`src/rtl/vga_pkg.sv`:
```
// Shared timing constants and types for the VGA scan controller.
package vga_pkg;
  localparam int CLK_DIV  = 2;
  localparam int H_ACTIVE = 640;
  localparam int H_FP     = 16;
  localparam int H_SYNC   = 96;
  localparam int H_BP     = 48;
  localparam int V_ACTIVE = 480;
  localparam int V_FP     = 10;
  localparam int V_SYNC   = 2;
  localparam int V_BP     = 33;
  localparam int H_TOTAL  = H_ACTIVE + H_FP + H_SYNC + H_BP;
  localparam int V_TOTAL  = V_ACTIVE + V_FP + V_SYNC + V_BP;
  localparam bit SYNC_ACTIVE = 1'b0;

  typedef struct packed {
    logic [3:0] r;
    logic [3:0] g;
    logic [3:0] b;
  } rgb444_t;

  typedef logic [9:0] xcoord_t;
  typedef logic [8:0] ycoord_t;
endpackage

```
`src/rtl/vga_scan_controller_if.sv`:
```
// Pixel-memory address/data port plus VGA connector pins.
interface vga_scan_controller_if;
  import vga_pkg::*;
  xcoord_t    pixel_x;
  ycoord_t    pixel_y;
  logic       pixel;
  logic       vga_hsync;
  logic       vga_vsync;
  logic       vga_de;
  logic [3:0] vga_r;
  logic [3:0] vga_g;
  logic [3:0] vga_b;
  logic       frame_start;

  modport master (
    output pixel_x, pixel_y, vga_hsync, vga_vsync, vga_de,
           vga_r, vga_g, vga_b, frame_start,
    input  pixel
  );
  modport slave (
    input  pixel_x, pixel_y, vga_hsync, vga_vsync, vga_de,
           vga_r, vga_g, vga_b, frame_start,
    output pixel
  );
endinterface

```
`src/rtl/vga_raster_counter.sv`:
```
// Pixel-tick divider and horizontal/vertical raster position counters.
module vga_raster_counter #(
  parameter int CLK_DIV = 2,
  parameter int H_TOTAL = 800,
  parameter int V_TOTAL = 525,
  parameter int HW      = $clog2(H_TOTAL),
  parameter int VW      = $clog2(V_TOTAL)
) (
  input  logic          clk,
  input  logic          rst,
  input  logic          enable,
  output logic          tick,
  output logic [HW-1:0] h_cnt,
  output logic [VW-1:0] v_cnt
);
  localparam int DW = $clog2(CLK_DIV);
  localparam logic [DW-1:0] DMAX = DW'(CLK_DIV - 1);
  localparam logic [HW-1:0] HMAX = HW'(H_TOTAL - 1);
  localparam logic [VW-1:0] VMAX = VW'(V_TOTAL - 1);

  logic [DW-1:0] div_cnt;

  assign tick = enable && (div_cnt == DMAX);

  // Divider free-runs while enabled; raster position advances once per tick.
  always_ff @(posedge clk) begin
    if (rst || !enable) begin
      div_cnt <= '0;
      h_cnt   <= '0;
      v_cnt   <= '0;
    end else begin
      div_cnt <= (div_cnt == DMAX) ? '0 : div_cnt + 1'b1;
      if (tick) begin
        if (h_cnt == HMAX) begin
          h_cnt <= '0;
          v_cnt <= (v_cnt == VMAX) ? '0 : v_cnt + 1'b1;
        end else begin
          h_cnt <= h_cnt + 1'b1;
        end
      end
    end
  end
endmodule

```
`src/rtl/vga_scan_controller.sv`:
```
// VGA scan controller: raster timing, pixel-memory addressing and a
// two-tick output pipeline keeping syncs, data-enable and colour aligned.
module vga_scan_controller
  import vga_pkg::*;
#(
  parameter int CLK_DIV  = vga_pkg::CLK_DIV,
  parameter int H_ACTIVE = vga_pkg::H_ACTIVE,
  parameter int H_FP     = vga_pkg::H_FP,
  parameter int H_SYNC   = vga_pkg::H_SYNC,
  parameter int H_BP     = vga_pkg::H_BP,
  parameter int V_ACTIVE = vga_pkg::V_ACTIVE,
  parameter int V_FP     = vga_pkg::V_FP,
  parameter int V_SYNC   = vga_pkg::V_SYNC,
  parameter int V_BP     = vga_pkg::V_BP,
  parameter bit SYNC_ACTIVE = vga_pkg::SYNC_ACTIVE
) (
  input  logic        HCLK,
  input  logic        HRESET,
  input  logic        enable,
  input  logic [11:0] fg_colour,
  input  logic [11:0] bg_colour,
  vga_scan_controller_if.master bus
);
  localparam int HT = H_ACTIVE + H_FP + H_SYNC + H_BP;
  localparam int VT = V_ACTIVE + V_FP + V_SYNC + V_BP;
  localparam int HW = $clog2(HT);
  localparam int VW = $clog2(VT);
  localparam logic [HW-1:0] H_ACT_L = HW'(H_ACTIVE);
  localparam logic [HW-1:0] HS_BEG  = HW'(H_ACTIVE + H_FP);
  localparam logic [HW-1:0] HS_END  = HW'(H_ACTIVE + H_FP + H_SYNC);
  localparam logic [VW-1:0] V_ACT_L = VW'(V_ACTIVE);
  localparam logic [VW-1:0] VS_BEG  = VW'(V_ACTIVE + V_FP);
  localparam logic [VW-1:0] VS_END  = VW'(V_ACTIVE + V_FP + V_SYNC);

  logic          tick;
  logic [HW-1:0] h_cnt;
  logic [VW-1:0] v_cnt;
  logic          h_act, v_act;

  // stage 1
  xcoord_t pixel_x_q;
  ycoord_t pixel_y_q;
  logic    hs1, vs1, de1, fs1;
  // stage 2
  logic    hsync_q, vsync_q, de_q, frame_start_q;
  rgb444_t rgb_q;

  vga_raster_counter #(
    .CLK_DIV(CLK_DIV), .H_TOTAL(HT), .V_TOTAL(VT), .HW(HW), .VW(VW)
  ) u_cnt (
    .clk(HCLK), .rst(HRESET), .enable(enable),
    .tick(tick), .h_cnt(h_cnt), .v_cnt(v_cnt)
  );

  assign h_act = h_cnt < H_ACT_L;
  assign v_act = v_cnt < V_ACT_L;

  // Stage 1: memory address and raw timing flags for the current position.
  always_ff @(posedge HCLK) begin
    if (HRESET || !enable) begin
      pixel_x_q <= '0;
      pixel_y_q <= '0;
      hs1       <= 1'b0;
      vs1       <= 1'b0;
      de1       <= 1'b0;
      fs1       <= 1'b0;
    end else if (tick) begin
      pixel_x_q <= h_act ? xcoord_t'(h_cnt) : '0;
      pixel_y_q <= v_act ? ycoord_t'(v_cnt) : '0;
      hs1       <= (h_cnt >= HS_BEG) && (h_cnt < HS_END);
      vs1       <= (v_cnt >= VS_BEG) && (v_cnt < VS_END);
      de1       <= h_act && v_act;
      fs1       <= (h_cnt == '0) && (v_cnt == '0);
    end
  end

  // Stage 2: pin outputs; pixel has had a full tick to return from memory.
  always_ff @(posedge HCLK) begin
    if (HRESET || !enable) begin
      hsync_q       <= ~SYNC_ACTIVE;
      vsync_q       <= ~SYNC_ACTIVE;
      de_q          <= 1'b0;
      rgb_q         <= '0;
      frame_start_q <= 1'b0;
    end else begin
      frame_start_q <= tick && fs1;
      if (tick) begin
        hsync_q <= hs1 ? SYNC_ACTIVE : ~SYNC_ACTIVE;
        vsync_q <= vs1 ? SYNC_ACTIVE : ~SYNC_ACTIVE;
        de_q    <= de1;
        rgb_q   <= de1 ? rgb444_t'(bus.pixel ? fg_colour : bg_colour) : '0;
      end
    end
  end

  assign bus.pixel_x     = pixel_x_q;
  assign bus.pixel_y     = pixel_y_q;
  assign bus.vga_hsync   = hsync_q;
  assign bus.vga_vsync   = vsync_q;
  assign bus.vga_de      = de_q;
  assign bus.vga_r       = rgb_q.r;
  assign bus.vga_g       = rgb_q.g;
  assign bus.vga_b       = rgb_q.b;
  assign bus.frame_start = frame_start_q;
endmodule

```
`src/flat_wrapper.sv`:
```
// flat-port wrapper written by rule: the top's interface ports become plain ports
module vga_scan_controller_flat import vga_pkg::*;
#(
  parameter int CLK_DIV  = vga_pkg::CLK_DIV,
  parameter int H_ACTIVE = vga_pkg::H_ACTIVE,
  parameter int H_FP     = vga_pkg::H_FP,
  parameter int H_SYNC   = vga_pkg::H_SYNC,
  parameter int H_BP     = vga_pkg::H_BP,
  parameter int V_ACTIVE = vga_pkg::V_ACTIVE,
  parameter int V_FP     = vga_pkg::V_FP,
  parameter int V_SYNC   = vga_pkg::V_SYNC,
  parameter int V_BP     = vga_pkg::V_BP,
  parameter bit SYNC_ACTIVE = vga_pkg::SYNC_ACTIVE
)
  (HCLK, HRESET, enable, fg_colour, bg_colour, bus_pixel_x, bus_pixel_y, bus_vga_hsync, bus_vga_vsync, bus_vga_de, bus_vga_r, bus_vga_g, bus_vga_b, bus_frame_start, bus_pixel);
  vga_scan_controller_if bus_i ();
  input  logic HCLK;
  input  logic HRESET;
  input  logic enable;
  input  logic [11:0] fg_colour;
  input  logic [11:0] bg_colour;
  output wire logic [$bits(bus_i.pixel_x)-1:0] bus_pixel_x;
  output wire logic [$bits(bus_i.pixel_y)-1:0] bus_pixel_y;
  output wire logic [$bits(bus_i.vga_hsync)-1:0] bus_vga_hsync;
  output wire logic [$bits(bus_i.vga_vsync)-1:0] bus_vga_vsync;
  output wire logic [$bits(bus_i.vga_de)-1:0] bus_vga_de;
  output wire logic [$bits(bus_i.vga_r)-1:0] bus_vga_r;
  output wire logic [$bits(bus_i.vga_g)-1:0] bus_vga_g;
  output wire logic [$bits(bus_i.vga_b)-1:0] bus_vga_b;
  output wire logic [$bits(bus_i.frame_start)-1:0] bus_frame_start;
  input wire logic [$bits(bus_i.pixel)-1:0] bus_pixel;
  assign bus_pixel_x = bus_i.pixel_x;
  assign bus_pixel_y = bus_i.pixel_y;
  assign bus_vga_hsync = bus_i.vga_hsync;
  assign bus_vga_vsync = bus_i.vga_vsync;
  assign bus_vga_de = bus_i.vga_de;
  assign bus_vga_r = bus_i.vga_r;
  assign bus_vga_g = bus_i.vga_g;
  assign bus_vga_b = bus_i.vga_b;
  assign bus_frame_start = bus_i.frame_start;
  assign bus_i.pixel = bus_pixel;
  vga_scan_controller #(.CLK_DIV(CLK_DIV), .H_ACTIVE(H_ACTIVE), .H_FP(H_FP), .H_SYNC(H_SYNC), .H_BP(H_BP), .V_ACTIVE(V_ACTIVE), .V_FP(V_FP), .V_SYNC(V_SYNC), .V_BP(V_BP), .SYNC_ACTIVE(SYNC_ACTIVE)) u_core (.HCLK(HCLK), .HRESET(HRESET), .enable(enable), .fg_colour(fg_colour), .bg_colour(bg_colour), .bus(bus_i));
endmodule
```
`config.mk`:
```
export PLATFORM = sky130hd
export DESIGN_NAME = vga_scan_controller_flat
export DESIGN_NICKNAME = d
export VERILOG_FILES = /design/src/rtl/vga_pkg.sv /design/src/rtl/vga_scan_controller_if.sv /design/src/rtl/vga_raster_counter.sv /design/src/rtl/vga_scan_controller.sv /design/src/flat_wrapper.sv
export SDC_FILE = /design/constraint.sdc
export NUM_CORES = 1
export LEC_CHECK = 0
export BUFFER_PORTS_ARGS = -buffer_cell sky130_fd_sc_hd__buf_2
export CAP_MARGIN = 25
export CORE_AREA = 2 2 90 92
export CTS_CLUSTER_SIZE = 16
export DETAILED_ROUTE_END_ITERATION = 12
export DIE_AREA = 0 0 92 94
export PLACE_DENSITY = 0.64
export SLEW_MARGIN = 30
export SYNTH_ARGS = -nofsm -noshare
export SYNTH_HDL_FRONTEND = slang
export SYNTH_SLANG_ARGS = --single-unit
```
`constraint.sdc`:
```
create_clock -name HCLK -period 1.7 [get_ports HCLK]
set_input_delay 0.085 -clock HCLK [delete_from_list [all_inputs] [get_ports HCLK]]
set_output_delay 0.085 -clock HCLK [all_outputs]
set_load 0.005 [all_outputs]
```
==> run_results.csv <==
group,metric,value,unit
timing,final_min_period_over_clock_period,1.00,
worst_setup_path,data_required_critical_path,1.97,ns
cts,cts_inserted_buffers,9,
worst_setup_path,timing.critical_path.cells,"ha_4, nand3_4, or4_4, or3_1, a21oi_1",
timing,maxSlewViolCount,0,
timing,worstMarginPinSlew,0.551,ns
job,max_cap_violations,0,
finish,post_route_cells_drive_above_1_share,0.387,
yosys,ys_types,41,
timing,timing.final.hold_violations,0,
timing,setup_viol_count_final,1,
finish,final_cell_mix,"buf_2 (62), dfxtp_1 (53), nor2_1 (35)",
cts,clock_insertion_delay_at_the_later_pin_of_the_skew_report,0.34,ns
timing,tns,-0.00594,ns
drt,vias,2464,
yosys,synthMuxAreaShare,0.0515,
cts,ctsLongestPathBuffers,2,
yosys,synthesis.area,2620,sq um
finish,antenna-diode-count,0,
yosys,largest_family_of_logic_cells_by_synthesized_area,"simple AND/OR/NAND/NOR gates",
floorplanning,placementRows,32,
finish,fin_util,0.463,
global_route,first_pass_grt_wire_length,10900,um
timing,timing.slew.headroom,0.632,
cts,htree_num_levels,3,
cts,clkTransAtPathRegs,0.07,ns
worst_setup_path,critical_path.slowest_cell,"or4_4",
worst_setup_path,crit_path_max_incr_delay,0.56,ns
status,status,"finished, violations left",
pwr,leakagePower,1.36,nW
yosys,synthesized_area_fraction_occupied_by_and_or_nand_nor_cells,0.261,
floorplanning,dieHeight,94,um
drt,routed_via_density,5.01,
floorplanning,die_area,8650,sq um
timing,rsz_0062_raised_after_global_routing,"yes",
yosys,synth_xor_area_frac,0.0301,
worst_setup_path,worstSetupStartpointType,"register",
floorplanning,boundaryPins,63,
hold_path,path_class_of_the_lowest_slack_min_delay_path,"in -> reg",
drt,detailedRoute.firstPassIterationCount,4,
drt,initialDrtViolationCount,174,
status,violations_in_the_final_reports,"setup timing",
worst_setup_path,cp_num_buf_inv,0,
yosys,synth_compound_area_frac,0.139,
global_route,vias_in_the_first_global_route,2322,
pwr,ir_worst_vdd,0.000316,V
drt,drc_viols,0,
floorplanning,die_width,92,um
timing,final_critical_path_setup_slack,-0.00594,ns
yosys,synth.ff_latch_count,60,
global_route,grt_util_all_layers,0.160,
placed_design,detailedPlacementHpwl,4850,um
yosys,syn_avg_cell_area,8.77,sq um
worst_setup_path,path_max_fanout,6,
global_route,globalRouteOverflowTotal,0,
worst_setup_path,timing.critical_path.to_type,"register",
yosys,synthesis.nets,331,
finish,nets,417,
timing,holdWs,0.115,ns
drt,postRouteWirelength,6650,um
global_route,initial_antenna_violation_count,0,
timing,achievable-frequency,586,MHz
drt,route.antenna.remaining_nets,0,
worst_setup_path,criticalPathCategory,"reg -> reg",
yosys,synth_area_leaders,"dfxtp_1 (46%), a22oi_1 (5.7%), a21oi_1 (5.2%), nor2_1 (5.2%), mux2_2 (5.2%)",
timing,fin_crit,1.71,ns
finish,areaGrowthSynthToFinish,34.3,%
yosys,ys.warnings.count,0,
floorplanning,effective_utilization_at_floorplan,0.345,
global_route,pin_count_of_the_biggest_net_entering_global_routing,26,
yosys,ys_dominant_reg_cell,"dfxtp_1",
timing,finalClockSkew,0.00416,ns
placed_design,count_of_port_buffers_added_during_placement,62,
yosys,synth-seq-area-share,0.458,
yosys,async_flop_share,0,
yosys,synth_top_area_frac,0.458,
worst_setup_path,cpLargestDelayFamily,"simple AND/OR/NAND/NOR gates",
cts,cts.root.buffer_cell,"clkbuf_8",
yosys,synthesized_area_fraction_occupied_by_adder_cells,0.0191,
yosys,number_of_synthesized_flops_with_an_enable_pin,0,
pwr,cell_pwr_density,797,nW/um^2
yosys,yosysTopAreaCell,"dfxtp_1",
cts,cts_tree,"yes",
floorplanning,floorplan.core_area,7610,sq um
worst_setup_path,cp.arrival,1.97,ns
cts,tritoncts_num_sinks,60,
drt,wirelength_per_cell,13.5,um
yosys,postSynthCellCount,299,
placed_design,place.gp.congestion,0.836,
finish,layout_commonest_cell,"buf_2",
-- cell usage after synthesis, types with 2 or more instances --
cell type  count
dfxtp_1       60
nor2_1        36
a21oi_1       27
a22oi_1       20
nand2_1       19
nand3_1       13
clkbuf_1      12
mux2_2        12
o21ai_0       11
nand2b_1       9
inv_1          7
nand4_1        7
nor3_1         6
or3_1          5
xnor2_1        5
ha_1           4
nor4_1         4
xor2_1         4
and3_1         3
and4_1         3
buf_1          3
buf_2          3
nand3b_1       3
nor4b_1        3
clkbuf_2       2
nor2b_1        2
or4_1          2
-- path summary, 6_finish.rpt --
path                         startpoint                    end  slack (ns)  cells past startpoint
setup / recovery  u_core.u_cnt.h_cnt[0]  u_core.u_cnt.v_cnt[9]      -0.006                      5
hold / removal             bg_colour[2]    u_core.bus.vga_b[2]        0.12                      4
setup reg to reg  u_core.u_cnt.h_cnt[0]  u_core.u_cnt.v_cnt[9]      -0.006                      5
hold reg to reg   u_core.bus.pixel_y[1]  u_core.bus.pixel_y[1]        0.46                      2
-- per-layer routing --
metal | vias up | wire (um) | GRT usage
met5 | - | 0 | 0
met2 | 66 | 3150 | 0.247
li1 | 1240 | - | -
met1 | 1151 | 3050 | 0.208
met4 | 0 | 103 | 0.0933
met3 | 7 | 339 | 0.0321
-- cell families (layout without fill, tap and decap cells) --
group / count (synthesis) / after routing
simple gates: 126 / 126
compound gates: 61 / 61
flops: 60 / 60
buf+inv: 27 / 118
mux: 12 / 12
xor+xnor: 9 / 9
fa+ha+maj: 4 / 4
-- flip-flops by register name, indices dropped and copies added (netlist names) --
signal and cells:
u_core.bus.vga_g 4, u_core.de1 1, u_core.bus.vga_hsync 1, u_core.bus.vga_r 4, u_core.bus.pixel_y 9, u_core.u_cnt.h_cnt 10
u_core.u_cnt.div_cnt 1, u_core.u_cnt.v_cnt 10, u_core.bus.frame_start 1, u_core.bus.vga_de 1, u_core.bus.vga_vsync 1, u_core.fs1 1
u_core.hs1 1, u_core.bus.pixel_x 10, u_core.bus.vga_b 4, u_core.vs1 1
-- stage by stage --
step | instance area, sq um | setup WS, ns | total power [W] | std cells
after floorplan | 2650 | -0.000442 | 0.00152 | 299
after global placement | 3230 | 0.0290 | 0.00159 | 473
after detailed placement | 3230 | -0.00236 | 0.00159 | 473
after CTS | 3430 | -0.0115 | 0.00284 | 490
after global routing | 3520 | -0.0457 | 0.00294 | 492
final | 3520 | -0.00594 | 0.00281 | 492
-- final cells by class --
type / count / area (sq um)
fill: 746 / 4090
multi-input combinational: 212 / 1400
tap: 102 / 128
clock buffer: 10 / 128
timing repair buffer: 95 / 561
inverter: 7 / 26.3
clock inverter: 6 / 63.8
sequential: 60 / 1210
-- power by group --
group	internal, W	switching (W)
clock network	0.000674	0.000568
logic	0.0000729	0.0000789
registers	0.00141	0.00000465
-- worst min-delay path, cell delays in order --
cell	delay (ns)
buf_2	0.07
mux2_2	0.13
a22oi_1	0.05
nor2_1	0.08
-- timing repair --
action	4_1_cts	5_1_grt
endpoints found under the setup margin	2	17
hold buffers	1	0
pin swaps	1	10
endpoints found under the hold margin	1	0
gates resized for setup	1	23
setup buffers	0	2
(Power assumes the default switching activity.)
